<file path="config.mk">
export PLATFORM = sky130hd
export DESIGN_NAME = fpmul_rr_sched
export DESIGN_NICKNAME = d
export VERILOG_FILES = /design/src/rtl/fpmul_rr_sched.sv
export SDC_FILE = /design/constraint.sdc
export NUM_CORES = 1
export LEC_CHECK = 0
export ABC_AREA = 1
export CAP_MARGIN = 20
export CORE_AREA = 2 2 433 435
export DETAILED_ROUTE_END_ITERATION = 10
export DIE_AREA = 0 0 435 437
export GPL_TIMING_DRIVEN = 0
export PLACE_DENSITY = 0.33
export SETUP_SLACK_MARGIN = 0.5
export SYNTH_ARGS = -nofsm -noshare
export SYNTH_HDL_FRONTEND = slang
export SYNTH_SLANG_ARGS = --single-unit
</file>
<file path="constraint.sdc">
create_clock -name clk -period 6 [get_ports clk]
set_input_delay 0.9 -clock clk [delete_from_list [all_inputs] [get_ports clk]]
set_output_delay 0.9 -clock clk [all_outputs]
set_load 0.01 [all_outputs]
</file>
<file path="src/rtl/fpmul_rr_sched.sv">
// Round-robin issue scheduler that shares one fixed-latency a*b*c multiplier among NREQ requesters.
// Optional statistics counters are enabled by defining FPMUL_RR_SCHED_STATS_EN.
module fpmul_rr_sched #(
    parameter int NREQ    = 4,
    parameter int IDW     = 2,
    parameter int LAT     = 11,
    parameter int MAX_OUT = 8
) (
    input  logic                 clk,
    input  logic                 rst,
    input  logic [NREQ-1:0]      req_valid,
    input  logic [64*NREQ-1:0]   req_a,
    input  logic [64*NREQ-1:0]   req_b,
    input  logic [64*NREQ-1:0]   req_c,
    output logic [NREQ-1:0]      req_ready,
    output logic                 mul_pushin,
    output logic [63:0]          mul_a,
    output logic [63:0]          mul_b,
    output logic [63:0]          mul_c,
    input  logic                 mul_pushout,
    input  logic [63:0]          mul_r,
    output logic [NREQ-1:0]      rsp_valid,
    output logic [63:0]          rsp_r,
    output logic [IDW-1:0]       rsp_id,
`ifdef FPMUL_RR_SCHED_STATS_EN
    output logic [32*NREQ-1:0]   stat_grants,
    output logic [31:0]          stat_stall,
`endif
    output logic                 sched_err
);

    // Handshake: an operand triple moves when req_valid[i] and req_ready[i] are both high
    // in the same cycle. req_ready is a one-hot grant derived from registered state and
    // req_valid only; responses carry no backpressure and must be taken when rsp_valid is high.

    localparam int CW = $clog2(MAX_OUT + 1);

    logic [IDW-1:0]  ptr;
    logic [CW-1:0]   outstanding [NREQ];
    logic [NREQ-1:0] eligible;
    logic [NREQ-1:0] grant;
    logic [IDW-1:0]  grant_id;
    logic            grant_any;
    logic [63:0]     sel_a, sel_b, sel_c;
    logic [IDW-1:0]  iss_id;
    logic [LAT-1:0]  tag_v;
    logic [IDW-1:0]  tag_id [LAT];
    logic            tail_v;
    logic [IDW-1:0]  tail_id;

    assign tail_v  = tag_v[LAT-1];
    assign tail_id = tag_id[LAT-1];

    always_comb begin
        eligible = '0;
        for (int i = 0; i < NREQ; i++) begin
            eligible[i] = req_valid[i] && (outstanding[i] < CW'(MAX_OUT));
        end
    end

    // Rotating priority search starting at ptr, wrapping past NREQ-1 back to 0.
    always_comb begin
        logic [IDW-1:0] idx;
        grant     = '0;
        grant_id  = '0;
        grant_any = 1'b0;
        idx       = '0;
        for (int k = 0; k < NREQ; k++) begin
            idx = IDW'((int'(ptr) + k) % NREQ);
            if (!grant_any && eligible[idx]) begin
                grant_any   = 1'b1;
                grant[idx]  = 1'b1;
                grant_id    = idx;
            end
        end
    end

    always_comb begin
        sel_a = '0;
        sel_b = '0;
        sel_c = '0;
        for (int i = 0; i < NREQ; i++) begin
            if (grant[i]) begin
                sel_a = req_a[64*i +: 64];
                sel_b = req_b[64*i +: 64];
                sel_c = req_c[64*i +: 64];
            end
        end
    end

    assign req_ready = rst ? grant : '0;

    always_ff @(posedge clk or negedge rst) begin
        if (!rst) begin
            ptr        <= '0;
            mul_pushin <= 1'b0;
            mul_a      <= '0;
            mul_b      <= '0;
            mul_c      <= '0;
            iss_id     <= '0;
            tag_v      <= '0;
            rsp_valid  <= '0;
            rsp_r      <= '0;
            rsp_id     <= '0;
            sched_err  <= 1'b0;
            for (int s = 0; s < LAT; s++) begin
                tag_id[s] <= '0;
            end
            for (int i = 0; i < NREQ; i++) begin
                outstanding[i] <= '0;
            end
        end else begin
            mul_pushin <= grant_any;
            if (grant_any) begin
                mul_a  <= sel_a;
                mul_b  <= sel_b;
                mul_c  <= sel_c;
                iss_id <= grant_id;
                ptr    <= (grant_id == IDW'(NREQ - 1)) ? '0 : grant_id + IDW'(1);
            end

            // Tag stage 0 follows the multiplier input register so the tail meets mul_pushout.
            tag_v     <= {tag_v[LAT-2:0], mul_pushin};
            tag_id[0] <= iss_id;
            for (int s = 1; s < LAT; s++) begin
                tag_id[s] <= tag_id[s-1];
            end

            for (int i = 0; i < NREQ; i++) begin
                rsp_valid[i] <= mul_pushout && tail_v && (tail_id == IDW'(i));
            end
            if (mul_pushout && tail_v) begin
                rsp_r  <= mul_r;
                rsp_id <= tail_id;
            end

            if (mul_pushout != tail_v) begin
                sched_err <= 1'b1;
            end

            // A slot frees when the registered response is presented to its owner.
            for (int i = 0; i < NREQ; i++) begin
                if (grant[i] && !rsp_valid[i]) begin
                    outstanding[i] <= outstanding[i] + CW'(1);
                end else if (!grant[i] && rsp_valid[i]) begin
                    outstanding[i] <= outstanding[i] - CW'(1);
                end
            end
        end
    end

`ifdef FPMUL_RR_SCHED_STATS_EN
    always_ff @(posedge clk or negedge rst) begin
        if (!rst) begin
            stat_grants <= '0;
            stat_stall  <= '0;
        end else begin
            for (int i = 0; i < NREQ; i++) begin
                if (grant[i]) begin
                    stat_grants[32*i +: 32] <= stat_grants[32*i +: 32] + 32'd1;
                end
            end
            if ((|req_valid) && !grant_any) begin
                stat_stall <= stat_stall + 32'd1;
            end
        end
    end
`endif

endmodule

</file>
== After elaboration in Yosys (flattened, before gate mapping) ==
Index checks and enable logic that the tools add are counted.
Storage, ports and cells
  flip-flop bits (word level): 317
  latch bits: 0
  bits in writable memories: 0
  memory bits (read-only): 0
  input port bits: 839
  output and inout bits: 268
  logic and storage cells: 148
  memories kept: 0
Operators by class
  add/subtract/negate cells: 12
  $mul: 0
  divide/modulo/power cells: 0
  $lt $le $gt $ge: 12
  equality and inequality tests: 5
  shift operators: 0
  multiplexer cells: 50
  bitwise logic cells: 3
  reduce and logical (&&, ||, !) cells: 40
Operator list (number)
  64-bit two-way mux: 12
  4-bit two-way mux: 13
  1-bit logical AND: 24
  4-bit by 1-bit adder with 4-bit output, second input constant: 4
  4-bit < comparator, second input constant: 4
  4-bit by 1-bit subtractor with 4-bit output, second input constant: 4
  2-bit by 3-bit < comparator with 1-bit output, second input constant: 4
  1-bit two-way mux: 12
  4-bit OR: 3
  1-bit zero test: 11
  2-bit two-way mux: 5
  1-bit binary-select mux with 2-bit select: 4
  1-bit demux with 2-bit select: 4
  2-bit by 1-bit >= comparator with 1-bit output, second input constant: 4
  2-bit nonzero test: 4
  2-bit equality test, second input constant: 3
  2-bit by 1-bit adder with 2-bit output, second input constant: 2
  2-bit adder, second input constant: 2
  2-bit by 1-bit equality test with 1-bit output, second input constant: 1
  2-bit zero test: 1
  1-bit != test: 1

== Longest topological paths before layout ==
  depth after elaboration: 18
  gate-level depth with buffers: 22
  depth with buffers taken out: 20

== Least setup slack after synthesis ==
OpenSTA, ideal clock, no wires.
  path type: register to register
  start: register ptr[1]
  end: register outstanding[3] (netlist bit)
  library setup time: 125 ps
  arrival: 3164 ps
  data required time: 5875 ps
  setup slack: 2710 ps
  stages on the path, launching flop included: 21
  path buffers: 2
  period minus slack after synthesis: 3290 ps
  cells stage by stage: dfrtp_1 > inv_1 > ha_1 > inv_1 > nand3_1 > nand2_2 > nand2_2 > nor2_4 > nand3_1 > nand2_1 > buf_2 > buf_2 > ha_1 > inv_1 > ha_1 > a21o_1 > a21oi_1 > nand2_1 > nand2_1 > nor2_1 > xor2_1
Between the ends
  cells in the longest elaborated chain, start to end: 15
  elaborated cells between the ends (all ways): 52
  those cells by class: add/sub: 3; order compare: 8; mux: 24; bitwise: 3; reduce/logical: 14
Ends and longest elaborated chain
  start: declaration: line 38  | logic [IDW-1:0] ptr;
  start signal: assignment: line 119  | ptr <= (grant_id == IDW'(NREQ - 1)) ? '0 : grant_id + IDW'(1);
  parallel branches: the longest is 11 deep, another holds 2-bit by 3-bit < comparator with 1-bit output
  4-bit two-way mux *: line 70  | if (!grant_any && eligible[idx]) begin
  1-bit zero test: line 145  | end else if (!grant[i] && rsp_valid[i]) begin
  1-bit logical AND: line 145
  2-bit nonzero test (no line)
  end signal: indexed assignment: line 144  | outstanding[i] <= outstanding[i] + CW'(1);
  end signal: indexed assignment: line 146  | outstanding[i] <= outstanding[i] - CW'(1);
  end: declaration: line 39  | logic [CW-1:0] outstanding [NREQ];
Mark *: on every way between the ends. The select of a mux whose other input is x is not followed.
A chain may end at the register's enable or synchronous reset.

== Worst setup path after layout ==
  start: register ptr[1]
  end: output port req_ready[2]
Between the ends
  cells in the longest elaborated chain, start to end: 13
  elaborated cells between the ends (all ways): 48
  those cells by class: add/sub: 3; order compare: 8; mux: 24; bitwise: 3; reduce/logical: 10
Ends and longest elaborated chain
  parallel branches: the longest is 11 deep, another holds 2-bit by 3-bit < comparator with 1-bit output
  4-bit two-way mux *: line 70
  4-bit two-way mux *: line 91  | assign req_ready = rst ? grant : '0;
  end: declaration: line 15  | output logic [NREQ-1:0] req_ready,
Marks and branches as above.

==> out/qor.yml <==
hold_viol: 0
ys_seq_elements: 317
rr_endpoint: "outstanding[3]"
die_w_um: 435
path_class: "flop to output pin"
grt_overflow: 0
clk_path_buf_depth: 3
setup_viol_count_final: 0
portBuffers: 1106
syn_area_um2: 18300
grt_usage: 0.163
cts_tree: "yes"
grt_use_met3: 0.0326
async_flop_share: 1.00
grt_pass1_vias: 23400
cp-start-kind: "flop"
maxSlewViolCount: 0
antenna_found_initial: 58
htreeDepth: 2
insertion_delay_ns: 0.66
synthCells: 2644
synthFlopType: "dfrtp_1"
synth_top_area_frac: 0.433
drc: 0
gp_congestion: 0.875
cts-hold-fix-buffers: 0
vias_per_cell: 3.67
grt_max_degree: 92
cp_max_fo: 10
numClockSinks: 317
drt_iter0_drc: 1387
leakagePower_uw: 0.0146
post-route-period-util: 0.847
max_freq_ghz: 0.197
area_growth_pct: 87.5
io_pins: 1107
yosys-top-cells-area: "dfrtp_1 (43%), nand2_1 (21%), nand3_1 (11%)"
cts_setup_buffers: 0
yosysMostFrequentCell: "nand2_1"
cts_buffers: 49
dieHeight_um: 437
min_period_ns: 5.08
synth.distinct_cells: 27
yosys_warnings: 0
cp.arrival_ns: 4.18
reg2reg_slack_ns: 1.22
drt_pass1_iterations: 5
wl_mm: 161
fin_worst_skew_ns: 0.0372
core_area_um2: 185000
reg2reg_depth: 22
ys_seq_area_frac: 0.433
synth_nets: 3507
max-cap-violations: 0
detail_route.wl_per_cell_um: 25.4
cp.required_ns: 5.10
endpoint: "req_ready[2]"
slew_headroom: 0.297
rows: 158
avgSynthCellArea_um2: 6.93
fin_nets: 4668
drive_gt1_frac: 0.0734
start_util: 0.0990
route.vias.total: 23200
ctsResizeCount: 0
grt_pass1_wl_mm: 212
synth_top_cell_by_area: "dfrtp_1"
outcome: "completed"
dieArea_um2: 190000
max_slew.worst_pin.slew_ns: 1.05
crit_start: "ptr[1]"
reg2reg_from: "ptr[1]"
setup_tns_ns: 0
use_met1: 0.186
dp_hpwl_mm: 132
path_clk_slew_ns: 0.06
rsz0062_at_grt: "false"
synth_commonest_cells: "nand2_1 (1,020), nand3_1 (398), a21oi_1 (393)"
gr-usage-met2: 0.307
hp-class: "primary input to asynchronous set/reset pin"
clock-root-buffer: "clkbuf_16"
stdcell_count: 6338
synth-edff-count: 0
place_inst: 6234
cp-end-kind: "output pin"
busiest_layer: "met2"
worst_ir_drop_vdd_v: 0.000219
p_per_area_nw_per_um2: 678
final_antenna_net_count: 0
-- worst min path at each step --
stage | start | endpoint | slack, ns | cells after the start
5_1_grt | rst | mul_c[23] | 0.14 | 1
4_1_cts | rst | mul_c[11] | 0.13 | 1
3_5_place_dp | tag_id[19] | tag_id[17] | 0.33 | 0
3_3_place_gp | tag_id[16] | tag_id[14] | 0.33 | 0
2_1_floorplan | tag_id[12] | tag_id[10] | 0.33 | 0
6_report | rst | mul_c[23] | 0.15 | 1
-- kinds of logic after synthesis --
| logic type | share of synthesized area |
|---|---|
| AO/OA/AOI/OAI | 0.111 |
| XOR/XNOR | 0.00622 |
| adder cells (fa/ha/maj) | 0.0180 |
| buffers and inverters | 0.0620 |
| flip-flops | 0.433 |
| AND/OR/NAND/NOR | 0.369 |
-- layout make-up --
cell class | count | area [um2]
Sequential cell | 317 | 7930
Tap cell | 2480 | 3100
Buffer | 203 | 1010
Multi-Input combinational cell | 2090 | 9250
Clock inverter | 24 | 294
Inverter | 34 | 128
Timing Repair Buffer | 1110 | 11200
Antenna cell | 16 | 40.0
Fill cell | 21200 | 151000
Clock buffer | 64 | 1400
-- cells in the final DEF, fill, tap and decap left out, types with 12 or more instances in the layout --
master / count
a21oi_1: 393
buf_2: 155
buf_4: 12
clkbuf_1: 32
clkbuf_16: 49
clkbuf_8: 12
clkdlybuf4s50_1: 1105
clkinv_2: 12
dfrtp_1: 317
diode_2: 16
ha_1: 20
inv_1: 28
nand2_1: 1020
nand3_1: 398
nor2_1: 212
-- sequential cells by signal (all words and copies together), names as in the netlist, named ones only --
name,cells
mul_a,64
mul_b,64
mul_c,64
rsp_r,64
tag_id,20
outstanding,16
tag_v,11
rsp_valid,4
iss_id,2
rsp_id,2
tail_id,2
mul_pushin,1
ptr,1
sched_err,1
-- metrics by stage --
step	cell area (um2)	util	worst slack (ns)	hold WS (ns)	total power [uW]
CTS	34300	0.185	0.575	0.130	24100
floorplan	18300	-	2.71	0.331	12500
global placement	32500	0.176	-13.94	0.332	20700
global route	34300	0.185	0.617	0.137	25500
detailed placement	32600	0.176	0.688	0.335	20700
finish	34300	0.186	0.918	0.148	23300
-- routing by layer --
layer | wire length [um] | vias to the layer above
met5 | 140 | -
met4 | 3380 | 22
met3 | 9010 | 184
met2 | 85900 | 829
met1 | 62300 | 11200
li1 | - | 11000
-- report_power, final --
group	internal (uW)	switching, uW	total (uW)
combinational	5550	10600	16200
clock	1860	1290	3150
sequential	3320	648	3970
total	10700	12600	23300
-- worst max-delay path, cell delays in order (launching register included) --
cell and delay (ns):
dfrtp_1 0.57, inv_1 0.24, ha_1 0.38, inv_1 0.15, nand3_1 0.11, nand2_2 0.11
nand2_2 0.07, nor2_4 0.18, nand3_2 0.29, buf_2 0.37, buf_2 0.28, a21oi_1 0.16
clkdlybuf4s50_1 0.60
Power figures use the tool's default switching activity.
